<file path="config.mk">
export PLATFORM = sky130hd
export DESIGN_NAME = vga_timing_gen
export DESIGN_NICKNAME = d
export VERILOG_FILES = /design/src/rtl/vga_timing_gen.sv
export SDC_FILE = /design/constraint.sdc
export NUM_CORES = 1
export LEC_CHECK = 0
export ABC_AREA = 1
export CAP_MARGIN = 20
export CORE_UTILIZATION = 33
export DETAILED_ROUTE_END_ITERATION = 7
export PLACE_DENSITY = 0.63
export SETUP_SLACK_MARGIN = 0.02
export SYNTH_ARGS = -nofsm -noshare
export SYNTH_HDL_FRONTEND = slang
export SYNTH_SLANG_ARGS = --single-unit
</file>
<file path="constraint.sdc">
create_clock -name clk -period 1.68 [get_ports clk]
set_input_delay 0.252 -clock clk [delete_from_list [all_inputs] [get_ports clk]]
set_output_delay 0.252 -clock clk [all_outputs]
set_load 0.03 [all_outputs]
</file>
<file path="src/rtl/vga_timing_gen.sv">
// vga_timing_gen: parametrised VGA raster timing generator.
// Two wrapping counters (hc, vc) step on each pixel tick (pix_en). A registered
// output stage turns the current position into sync, display-enable,
// coordinates and one-clock event strobes, all mutually aligned.
// Optional feature macro: VGA_TIMING_FRAME_CNT_EN builds a 16-bit frame counter;
// without it frame_count is tied to zero and no counter register exists.
module vga_timing_gen #(
    parameter int   H_VA  = 640,
    parameter int   H_FP  = 16,
    parameter int   H_SP  = 96,
    parameter int   H_BP  = 48,
    parameter int   V_VA  = 480,
    parameter int   V_FP  = 10,
    parameter int   V_SP  = 2,
    parameter int   V_BP  = 33,
    parameter logic H_POL = 1'b0,
    parameter logic V_POL = 1'b0,
    parameter int   H_CW  = 10,
    parameter int   V_CW  = 10
) (
    input  logic            clk,
    input  logic            rst,
    input  logic            pix_en,
    output logic            h_sync,
    output logic            v_sync,
    output logic            display_on,
    output logic [H_CW-1:0] pixel_x,
    output logic [V_CW-1:0] pixel_y,
    output logic            line_start,
    output logic            frame_start,
    output logic            vblank_start,
    output logic [15:0]     frame_count
);

    localparam int H_TOTAL = H_VA + H_FP + H_SP + H_BP;
    localparam int V_TOTAL = V_VA + V_FP + V_SP + V_BP;

    localparam logic [H_CW-1:0] H_LAST      = H_CW'(H_TOTAL - 1);
    localparam logic [H_CW-1:0] H_VIS       = H_CW'(H_VA);
    localparam logic [H_CW-1:0] H_SYNC_BEG  = H_CW'(H_VA + H_FP);
    localparam logic [H_CW-1:0] H_SYNC_END  = H_CW'(H_VA + H_FP + H_SP - 1);
    localparam logic [V_CW-1:0] V_LAST      = V_CW'(V_TOTAL - 1);
    localparam logic [V_CW-1:0] V_VIS       = V_CW'(V_VA);
    localparam logic [V_CW-1:0] V_SYNC_BEG  = V_CW'(V_VA + V_FP);
    localparam logic [V_CW-1:0] V_SYNC_END  = V_CW'(V_VA + V_FP + V_SP - 1);

    logic [H_CW-1:0] hc_q, hc_d;
    logic [V_CW-1:0] vc_q, vc_d;
    logic            h_wrap, v_wrap;

    logic            h_sync_q, h_sync_d;
    logic            v_sync_q, v_sync_d;
    logic            display_on_q, display_on_d;
    logic [H_CW-1:0] pixel_x_q;
    logic [V_CW-1:0] pixel_y_q;
    logic            line_start_q, line_start_d;
    logic            frame_start_q, frame_start_d;
    logic            vblank_start_q, vblank_start_d;

    // Raster counter next state: advance one pixel per tick, wrapping line then frame.
    always_comb begin
        hc_d   = hc_q;
        vc_d   = vc_q;
        h_wrap = (hc_q == H_LAST);
        v_wrap = (vc_q == V_LAST);
        if (pix_en) begin
            if (h_wrap) begin
                hc_d = '0;
                vc_d = v_wrap ? '0 : vc_q + V_CW'(1);
            end else begin
                hc_d = hc_q + H_CW'(1);
            end
        end
    end

    // Raster counter registers.
    always_ff @(posedge clk) begin
        if (rst) begin
            hc_q <= '0;
            vc_q <= '0;
        end else begin
            hc_q <= hc_d;
            vc_q <= vc_d;
        end
    end

    // Decode the current position into the values the output stage will capture.
    always_comb begin
        h_sync_d       = ((hc_q >= H_SYNC_BEG) && (hc_q <= H_SYNC_END)) ? H_POL : ~H_POL;
        v_sync_d       = ((vc_q >= V_SYNC_BEG) && (vc_q <= V_SYNC_END)) ? V_POL : ~V_POL;
        display_on_d   = (hc_q < H_VIS) && (vc_q < V_VIS);
        line_start_d   = (hc_q == '0);
        frame_start_d  = (hc_q == '0) && (vc_q == '0);
        vblank_start_d = (hc_q == '0) && (vc_q == V_VIS);
    end

    // Output stage: levels hold between ticks, strobes last exactly one clock.
    always_ff @(posedge clk) begin
        if (rst) begin
            h_sync_q       <= ~H_POL;
            v_sync_q       <= ~V_POL;
            display_on_q   <= 1'b0;
            pixel_x_q      <= '0;
            pixel_y_q      <= '0;
            line_start_q   <= 1'b0;
            frame_start_q  <= 1'b0;
            vblank_start_q <= 1'b0;
        end else begin
            line_start_q   <= 1'b0;
            frame_start_q  <= 1'b0;
            vblank_start_q <= 1'b0;
            if (pix_en) begin
                h_sync_q       <= h_sync_d;
                v_sync_q       <= v_sync_d;
                display_on_q   <= display_on_d;
                pixel_x_q      <= hc_q;
                pixel_y_q      <= vc_q;
                line_start_q   <= line_start_d;
                frame_start_q  <= frame_start_d;
                vblank_start_q <= vblank_start_d;
            end
        end
    end

    assign h_sync       = h_sync_q;
    assign v_sync       = v_sync_q;
    assign display_on   = display_on_q;
    assign pixel_x      = pixel_x_q;
    assign pixel_y      = pixel_y_q;
    assign line_start   = line_start_q;
    assign frame_start  = frame_start_q;
    assign vblank_start = vblank_start_q;

`ifdef VGA_TIMING_FRAME_CNT_EN
    logic [15:0] frame_cnt_q, frame_cnt_d;
    logic [15:0] frame_count_q;

    // Frame tally bumps when the raster wraps to (0,0).
    always_comb begin
        frame_cnt_d = frame_cnt_q;
        if (pix_en && h_wrap && v_wrap) begin
            frame_cnt_d = frame_cnt_q + 16'd1;
        end
    end

    // The published count trails the tally by one tick so it changes with frame_start.
    always_ff @(posedge clk) begin
        if (rst) begin
            frame_cnt_q   <= 16'd0;
            frame_count_q <= 16'd0;
        end else begin
            frame_cnt_q <= frame_cnt_d;
            if (pix_en) begin
                frame_count_q <= frame_cnt_q;
            end
        end
    end

    assign frame_count = frame_count_q;
`else
    assign frame_count = 16'd0;
`endif

endmodule

</file>
Word level (Yosys, flattened, before mapping)
Index checks and enable logic that the tools add are counted.

storage, ports and cells
  register bits after elaboration = 46
  word-level logic and storage cells = 35

operators by class
  $add $sub $neg = 2
  $lt $le $gt $ge = 6
  equality and inequality tests = 3
  multiplexer cells = 4
  bitwise logic cells = 1
  reductions and logical operators = 9

operators with widths
  cell                                                                 count
  adder 10 x 1 -> 10 bit (second input constant)                       2
  == test 10 bit (second input constant)                               2
  zero test 10 bit                                                     2
  2-to-1 mux 10 bit                                                    2
  == test 10 x 9 -> 1 bit (second input constant)                      1
  greater-or-equal comparator 10 bit (second input constant)           1
  greater-or-equal comparator 10 x 9 -> 1 bit (second input constant)  1
  less-or-equal comparator 10 bit (second input constant)              1
  less-or-equal comparator 10 x 9 -> 1 bit (second input constant)     1
  < comparator 10 bit (second input constant)                          1
  < comparator 10 x 9 -> 1 bit (second input constant)                 1
  logical AND 1 bit                                                    5
  2-to-1 mux 1 bit                                                     2
  AND reduction 2 bit                                                  1
  OR reduction 2 bit                                                   1
  NOT 1 bit                                                            1

Longest topological paths before layout
  depth after elaboration = 3
  gate-level depth with buffers = 9
  depth with buffers taken out = 9

Worst setup path after synthesis
Ideal clock, no wire load.

  path kind = reg2reg
  start = reg hc_q[0]
  end = reg hc_q[6]
  setup time = 115 ps
  arrival time = 1189 ps
  data required time = 1565 ps
  path slack = 375 ps
  cell stages (with the launch flop) = 8
  buffers on the path = 0
  period minus slack after synthesis = 1305 ps
  cell sequence = dfxtp_1 > ha_1 > nand2_2 > nor2_4 > nand3_4 > nand2_4 > inv_2 > and3_1

between the ends
  longest elaborated chain between the ends = 2
  elaborated cells between the ends (all ways) = 3
  classes of those cells = add/sub (1); eq/ne (1); mux (1)

RTL lines
  what                                                             RTL line  text
  start, declared                                                  47        logic [H_CW-1:0] hc_q, hc_d;
  start signal, assigned                                           79        hc_q <= '0;
  start signal, assigned                                           82        hc_q <= hc_d;
  adder 10 x 1 -> 10 bit / == test 10 bit (equally long branches)  71, 64
  2-to-1 mux 10 bit (*)                                            67        if (h_wrap) begin

Every way passes the cells marked *; elsewhere a longest branch is shown, timed or not.
A chain may end at the register's enable or synchronous reset.

Worst setup path in the final report
  start = reg v_sync_q (netlist: v_sync)
  end = out v_sync

RTL lines
  what                    RTL line  text
  start, declared         52        logic v_sync_q, v_sync_d;
  start signal, assigned  101       v_sync_q <= ~V_POL;
  start signal, assigned  114       v_sync_q <= v_sync_d;
  end, declared           25        output logic v_sync,

No word-level cell between the ends.

==> run_results.csv <==
group,metric,value,unit
worst_hold_path,hold_end,"pixel_x[0]",
setup_path,worst_path_largest_cell_delay,0.68,ns
floorplan,initial_core_util,0.3458,
synth,synth_compound_area_frac,0.1120,
finish,fin_nets,354,
grt,antenna_found_initial,0,
power_and_ir_drop,pwr-share-clk,0.372,
clock_tree,clk_pin_slew,0.09,ns
route,vias,2022,
route,drc,8,
clock_tree,h-tree-depth,2,
placed_design,dpl_worst_slack,0.03865,ns
grt,grt_max_degree,34,
setup_path,critical_path.max_fanout,2,
floorplan,die_height,84.27,microns
grt,gr-total-overflow,0,
power_and_ir_drop,sw_frac_of_total,0.2656,
floorplan,num_rows,29,
route,met2_length,2.579,mm
route,drt-met1-wl,2.439,mm
floorplan,fp.dieArea,0.007101,sq mm
synth,netlist_instances,309,
route,dr.max_layer_used,"met4",
synth,netlist.area_leader.share,0.4123,
grt,grt_pass1_wl,8.776,mm
timing,tns,0,ns
synth,synthAdderAreaFrac,0.02801,
synth,synth_seq_area_share,0.4123,
synth,synth.area.top_cells,"dfxtp_1 (41%), nand2_1 (9.1%), nor2_1 (8.6%), buf_4 (5.7%), o21ai_0 (4.9%)",
placed_design,dp_hpwl,3.930,mm
power_and_ir_drop,p_comb_frac,0.125,
clock_tree,worstSkewPairLatency,0.30,ns
clock_tree,cts-root-buf,"clkbuf_8",
power_and_ir_drop,p_sw,0.6001,mW
synth,synthArstFlopShare,0,
power_and_ir_drop,p_leak,1.058,nW
route,totalWireLength,5.307,mm
synth,synth_ff_type,"dfxtp_1",
synth,muxShareOfSynthArea,0,
timing,finalMaxSlewViolations,0,
setup_path,rrSetupSlack,0.22,ns
route,drt_iter0_markers,102,
power_and_ir_drop,ir_drop,0.5100,mV
finish,syn2layout_area_growth,21.68,%
status,failed_checks,"design-rule violations",
setup_path,worst-setup-path-type,"flip-flop to output pin",
finish,final_cell_mix,"nand2_1 (54), nor2_1 (51), dfxtp_1 (46)",
clock_tree,postCtsSetupRepairBufs,0,
timing,fin_hold_ws,0.4652,ns
power_and_ir_drop,power_frac_seq,0.504,
worst_hold_path,holdPathStages,2,
floorplan,dieWidth,84.27,microns
route,via_per_inst,4.769,
synth,synth_xor_area_frac,0.007843,
placed_design,gp_congestion,0.8792,
timing,fmax,633.1,MHz
synth,synth_edf_count,0,
power_and_ir_drop,power.density,831.2,mW/mm^2
clock_tree,clockBufferDepth,2,
setup_path,cp-end-kind,"output pin",
setup_path,worst-path-buf-inv,1,
worst_hold_path,hold_start,"pixel_x[0]",
setup_path,timing.rr.end,"hc_q[6]",
grt,grt_usage,0.1542,
finish,antennaDiodeCount,0,
clock_tree,cts_tree,"built",
route,wl_met3,269,microns
setup_path,r2r-start,"hc_q[0]",
power_and_ir_drop,p_int,1.659,mW
grt,grt_pass1_vias,1851,
finish,nFillCells,665,
route,wl_per_cell,12.52,microns
synth,yosys.area.top_type,"dfxtp_1",
synth,synth-seq-cells,46,
finish,drive_above_1_share,0.1009,
synth,synthSimpleGateAreaFrac,0.3154,
setup_path,worstSetupStartpointType,"flip-flop",
synth,synth_top_family_by_area,"simple AND/OR/NAND/NOR gates",
route,firstDrtPassIters,7,
placed_design,placed_cell_area,0.002604,sq mm
power_and_ir_drop,p_total,2.259,mW
timing,post-route-min-period,1.580,ns
finish,final_common_cell,"nand2_1",
status,outcome,"finished with violations",
synth,avgSynthCellArea,7.228,sq um
clock_tree,cts_hold_buf,0,
placed_design,portBuffers,28,
worst_hold_path,hold_class,"flip-flop to flip-flop",
clock_tree,cts_buffers,5,
floorplan,io_pins,45,
synth,synthDistinctLibCells,33,
route,antenna_left,0,
setup_path,crit_path_top_delay_cell,"clkdlybuf4s50_1",
floorplan,core,0.006459,sq mm
setup_path,r2r_cells,7,
timing,period_share,0.9402,
timing,final-setup-viol-count,0,
clock_tree,cts_sinks,46,
setup_path,crit_path_cell_trace,"clkdlybuf4s50_1",
setup_path,cp_data_arrival_time,1.33,ns
timing,rsz0062_at_grt,"no",
finish,final_area,0.002718,sq mm
timing,hold_viol,0,
synth,syn_area,0.002233,sq mm
timing,finClkSkew,0.004459,ns
setup_path,worst_path_dominant_cell_family,"buffers and inverters",
timing,fin_ws,0.1005,ns
synth,ys_warn_count,0,
clock_tree,cts_resized,0,
job,drv_cap,0,
setup_path,crit_required,1.43,ns
kinds of logic (layout without fill, tap and decap cells):
| family | after synthesis | count (layout) |
|---|---|---|
| simple gates | 152 | 152 |
| buf+inv | 55 | 78 |
| compound gates | 48 | 48 |
| flops | 46 | 46 |
| fa+ha+maj | 5 | 5 |
| xor+xnor | 2 | 2 |
| other cells | 1 | 16 |
registers in the layout (all words and copies together), names as in the netlist:
signal,count
frame_start,1
display_on,1
pixel_y,10
v_sync,1
line_start,1
pixel_x,10
h_sync,1
vblank_start,1
hc_q,10
vc_q,10
power by group through the flow:
| stage | Clock (mW) | Combinational [mW] | Sequential [mW] |
|---|---|---|---|
| after floorplan | 0 | 0.154 | 1.22 |
| after global placement | 0 | 0.281 | 1.16 |
| after detailed placement | 0 | 0.281 | 1.16 |
| after CTS | 0.862 | 0.282 | 1.14 |
| after global routing | 0.910 | 0.301 | 1.14 |
| final | 0.840 | 0.281 | 1.14 |
worst max-delay path by stage:
stage	from	endpoint	slack [ns]	cells past startpoint
after floorplan	hc_q[0]	hc_q[6]	0.38	7
after global placement	pix_en	hc_q[6]	0.07	7
after detailed placement	pix_en	hc_q[6]	0.04	7
after CTS	v_sync	v_sync	0.09	1
after global routing	pixel_x[0]	pixel_x[0]	0.06	1
final	v_sync	v_sync	0.10	1
layout make-up:
type                            instances  area (sq um)  share of cell area
Timing Repair Buffer                   39         375.4              0.1381
Multi-Input combinational cell        223          1095              0.4029
Tap cell                               77         96.34             0.03545
Clock inverter                          3         45.04             0.01657
Clock buffer                            5         68.82             0.02532
Inverter                               31         116.4             0.04282
Sequential cell                        46         920.9              0.3389
cells in the mapped netlist, types with 4 or more instances:
cell type	number
inv_2	5
inv_1	24
nand3b_1	4
a21oi_1	20
o21ai_0	22
nand4_1	4
buf_4	17
nand3_1	15
nor3_1	10
nand2_1	54
nor2_1	51
ha_1	5
dfxtp_1	46
tightest hold or removal path, delay by kind of cell, from the launching register on:
kind            cells  cell delay (ns)
compound gates      1             0.05
flops               1             0.32
simple gates        1             0.06
per-stage QoR:
step                instances    util
floorplan                 324       -
global placement          416  0.4031
detailed placement        416  0.4031
CTS                       424  0.4208
global route              424  0.4208
finish                    424  0.4208
layer usage:
layer	global-route usage	up-vias
met1	0.1924	917
li1	-	1034
met3	0.03441	2
met4	0.02821	0
met2	0.2742	69
met5	0	-
Note: power is estimated with default switching activity, not from simulation.
==> variant (same settings) <==
`V_POL`: 1'b0 -> 1'b1.
--- a/src/rtl/vga_timing_gen.sv
+++ b/src/rtl/vga_timing_gen.sv
@@ -14,7 +14,7 @@
     parameter int   V_SP  = 2,
     parameter int   V_BP  = 33,
     parameter logic H_POL = 1'b0,
-    parameter logic V_POL = 1'b0,
+    parameter logic V_POL = 1'b1,
     parameter int   H_CW  = 10,
     parameter int   V_CW  = 10
 ) (
Formal check against the unedited RTL: not equivalent (Yosys sat finds a counterexample within 4 cycles, from zero or initial values and one cycle with rst high).
==> variant against the unedited design <==
- routed wire length down 7.5%
- die area down 1.4%
- sequential cell count unchanged
- total power down 6.8%
- worst setup slack better by 15 ps
- cell area down 2.1%
- non-clock buffer count unchanged
- area after synthesis down 1.5%
- highest routed layer unchanged
==> variant: results <==
group,metric,value,unit
sta,skew,5.38,ps
min_path,hp-class,"flip-flop to flip-flop",
placement,io_buffer_count,28,
worst_setup_path,critPathSlowestCell,"clkdlybuf4s50_1",
route,drt_iter0_drc,104,
layout,final_nets,350,
route,dr.pass1.iters,4,
route,viasPerCell,4.68,
power_and_ir_drop,vdd_drop_max,401,uV
clock_tree,cts_buffers,5,
clock_tree,cts.reportedPaths.clkPinSlew,80,ps
synthesis,yosysWarnings,0,
synthesis,synth_seq_area_share,41.8,%
power_and_ir_drop,p_leak,1.11,nW
clock_tree,htreeDepth,2,
placement,dp.cells,411,
worst_setup_path,crit_fanout,2,
route,wirelength,4.91,mm
clock_tree,worstSkewPairLatency,300,ps
clock_tree,clockBufferDepth,2,
worst_setup_path,crit_family,"buffers and inverters",
layout,area_growth,20.9,%
synthesis,synth_area_leaders,"dfxtp_1 42%, nand2_1 8.9%, nor2_1 7.2%",
outcome,status,"finished, final reports clean",
synthesis,synthArstFlopShare,0,%
grt,antenna_found_initial,0,
clock_tree,cts-root-buf,"clkbuf_8",
grt,grt_pass1_wl,8.38,mm
worst_setup_path,critPathMaxStageDelay,670,ps
placement,place_ws,50.0,ps
synthesis,synth_ff_type,"dfxtp_1",
grt,grt_max_degree,21,
layout,antenna_cells,0,
layout,drive_gt1_share,9.33,%
grt,grt_use_total,14.6,%
placement,gp_congestion,0.847,
power_and_ir_drop,p_sw_share,26.7,%
layout,nFillCells,684,
grt,grt_pass1_vias,1822,
synthesis,synth_commonest_cells,"52 x nand2_1, 46 x dfxtp_1, 42 x nor2_1",
worst_setup_path,worstPathArrival,1310,ps
synthesis,syn_area_per_cell,7.22,sq um
placement,place_area,0.00255,sq mm
worst_setup_path,critical_path_class,"flip-flop to output pin",
placement,hpwl,3.83,mm
route,wire_per_inst,11.7,um
synthesis,synth_cell_types,31,
variant: per-layer routing:
metal,share of wire (%),GRT usage (%),vias to the layer above
met4,1.1,4.16,0
met5,0,0,-
met1,45,18.8,889
met3,3.9,2.67,6
li1,-,-,1026
met2,50,24.9,45
variant: power groups by stage:
| stage | clock network (W) | registers, W | logic (W) |
|---|---|---|---|
| final | 0.000695 | 0.00114 | 0.000273 |
| after global routing | 0.000758 | 0.00114 | 0.000295 |
| after CTS | 0.000724 | 0.00114 | 0.000275 |
| after detailed placement | 0 | 0.00116 | 0.000275 |
| after global placement | 0 | 0.00116 | 0.000273 |
| after floorplan | 0 | 0.00122 | 0.000154 |
variant: kinds of logic after synthesis:
logic type | share of synthesized area [%]
flip-flops | 41.8
other | 0.170
AND/OR/NAND/NOR | 28.3
XOR/XNOR | 0.796
adder cells (fa/ha/maj) | 2.84
AO/OA/AOI/OAI | 12.2
buffers and inverters | 13.8
variant: what timing repair did:
action,in CTS,in global routing
setup buffers,0,1
gates resized for setup,0,3
endpoints found under the setup margin,0,8
variant: final timing paths:
kind                            startpoint          to  slack (ps)  depth (start not counted)
worst min register to register  display_on  display_on         470                          2
worst max-delay path            pixel_x[9]  pixel_x[9]         120                          1
worst max register to register     hc_q[1]     vc_q[2]         190                          8
worst min-delay path            display_on  display_on         470                          2
variant: layout make-up:
type                    instances  area share, %
well taps                      77           3.62
multi-input cells             211           39.2
repair buffers                 39           13.6
clock buffers                   7           3.25
flip-flops and latches         46           34.6
clock inverters                 1          0.188
inverters                      39           5.50
variant: worst min-delay path: stages, from the launching register on:
cell and delay, ps:
dfxtp_1 310, nand2_1 60, a21oi_1 50
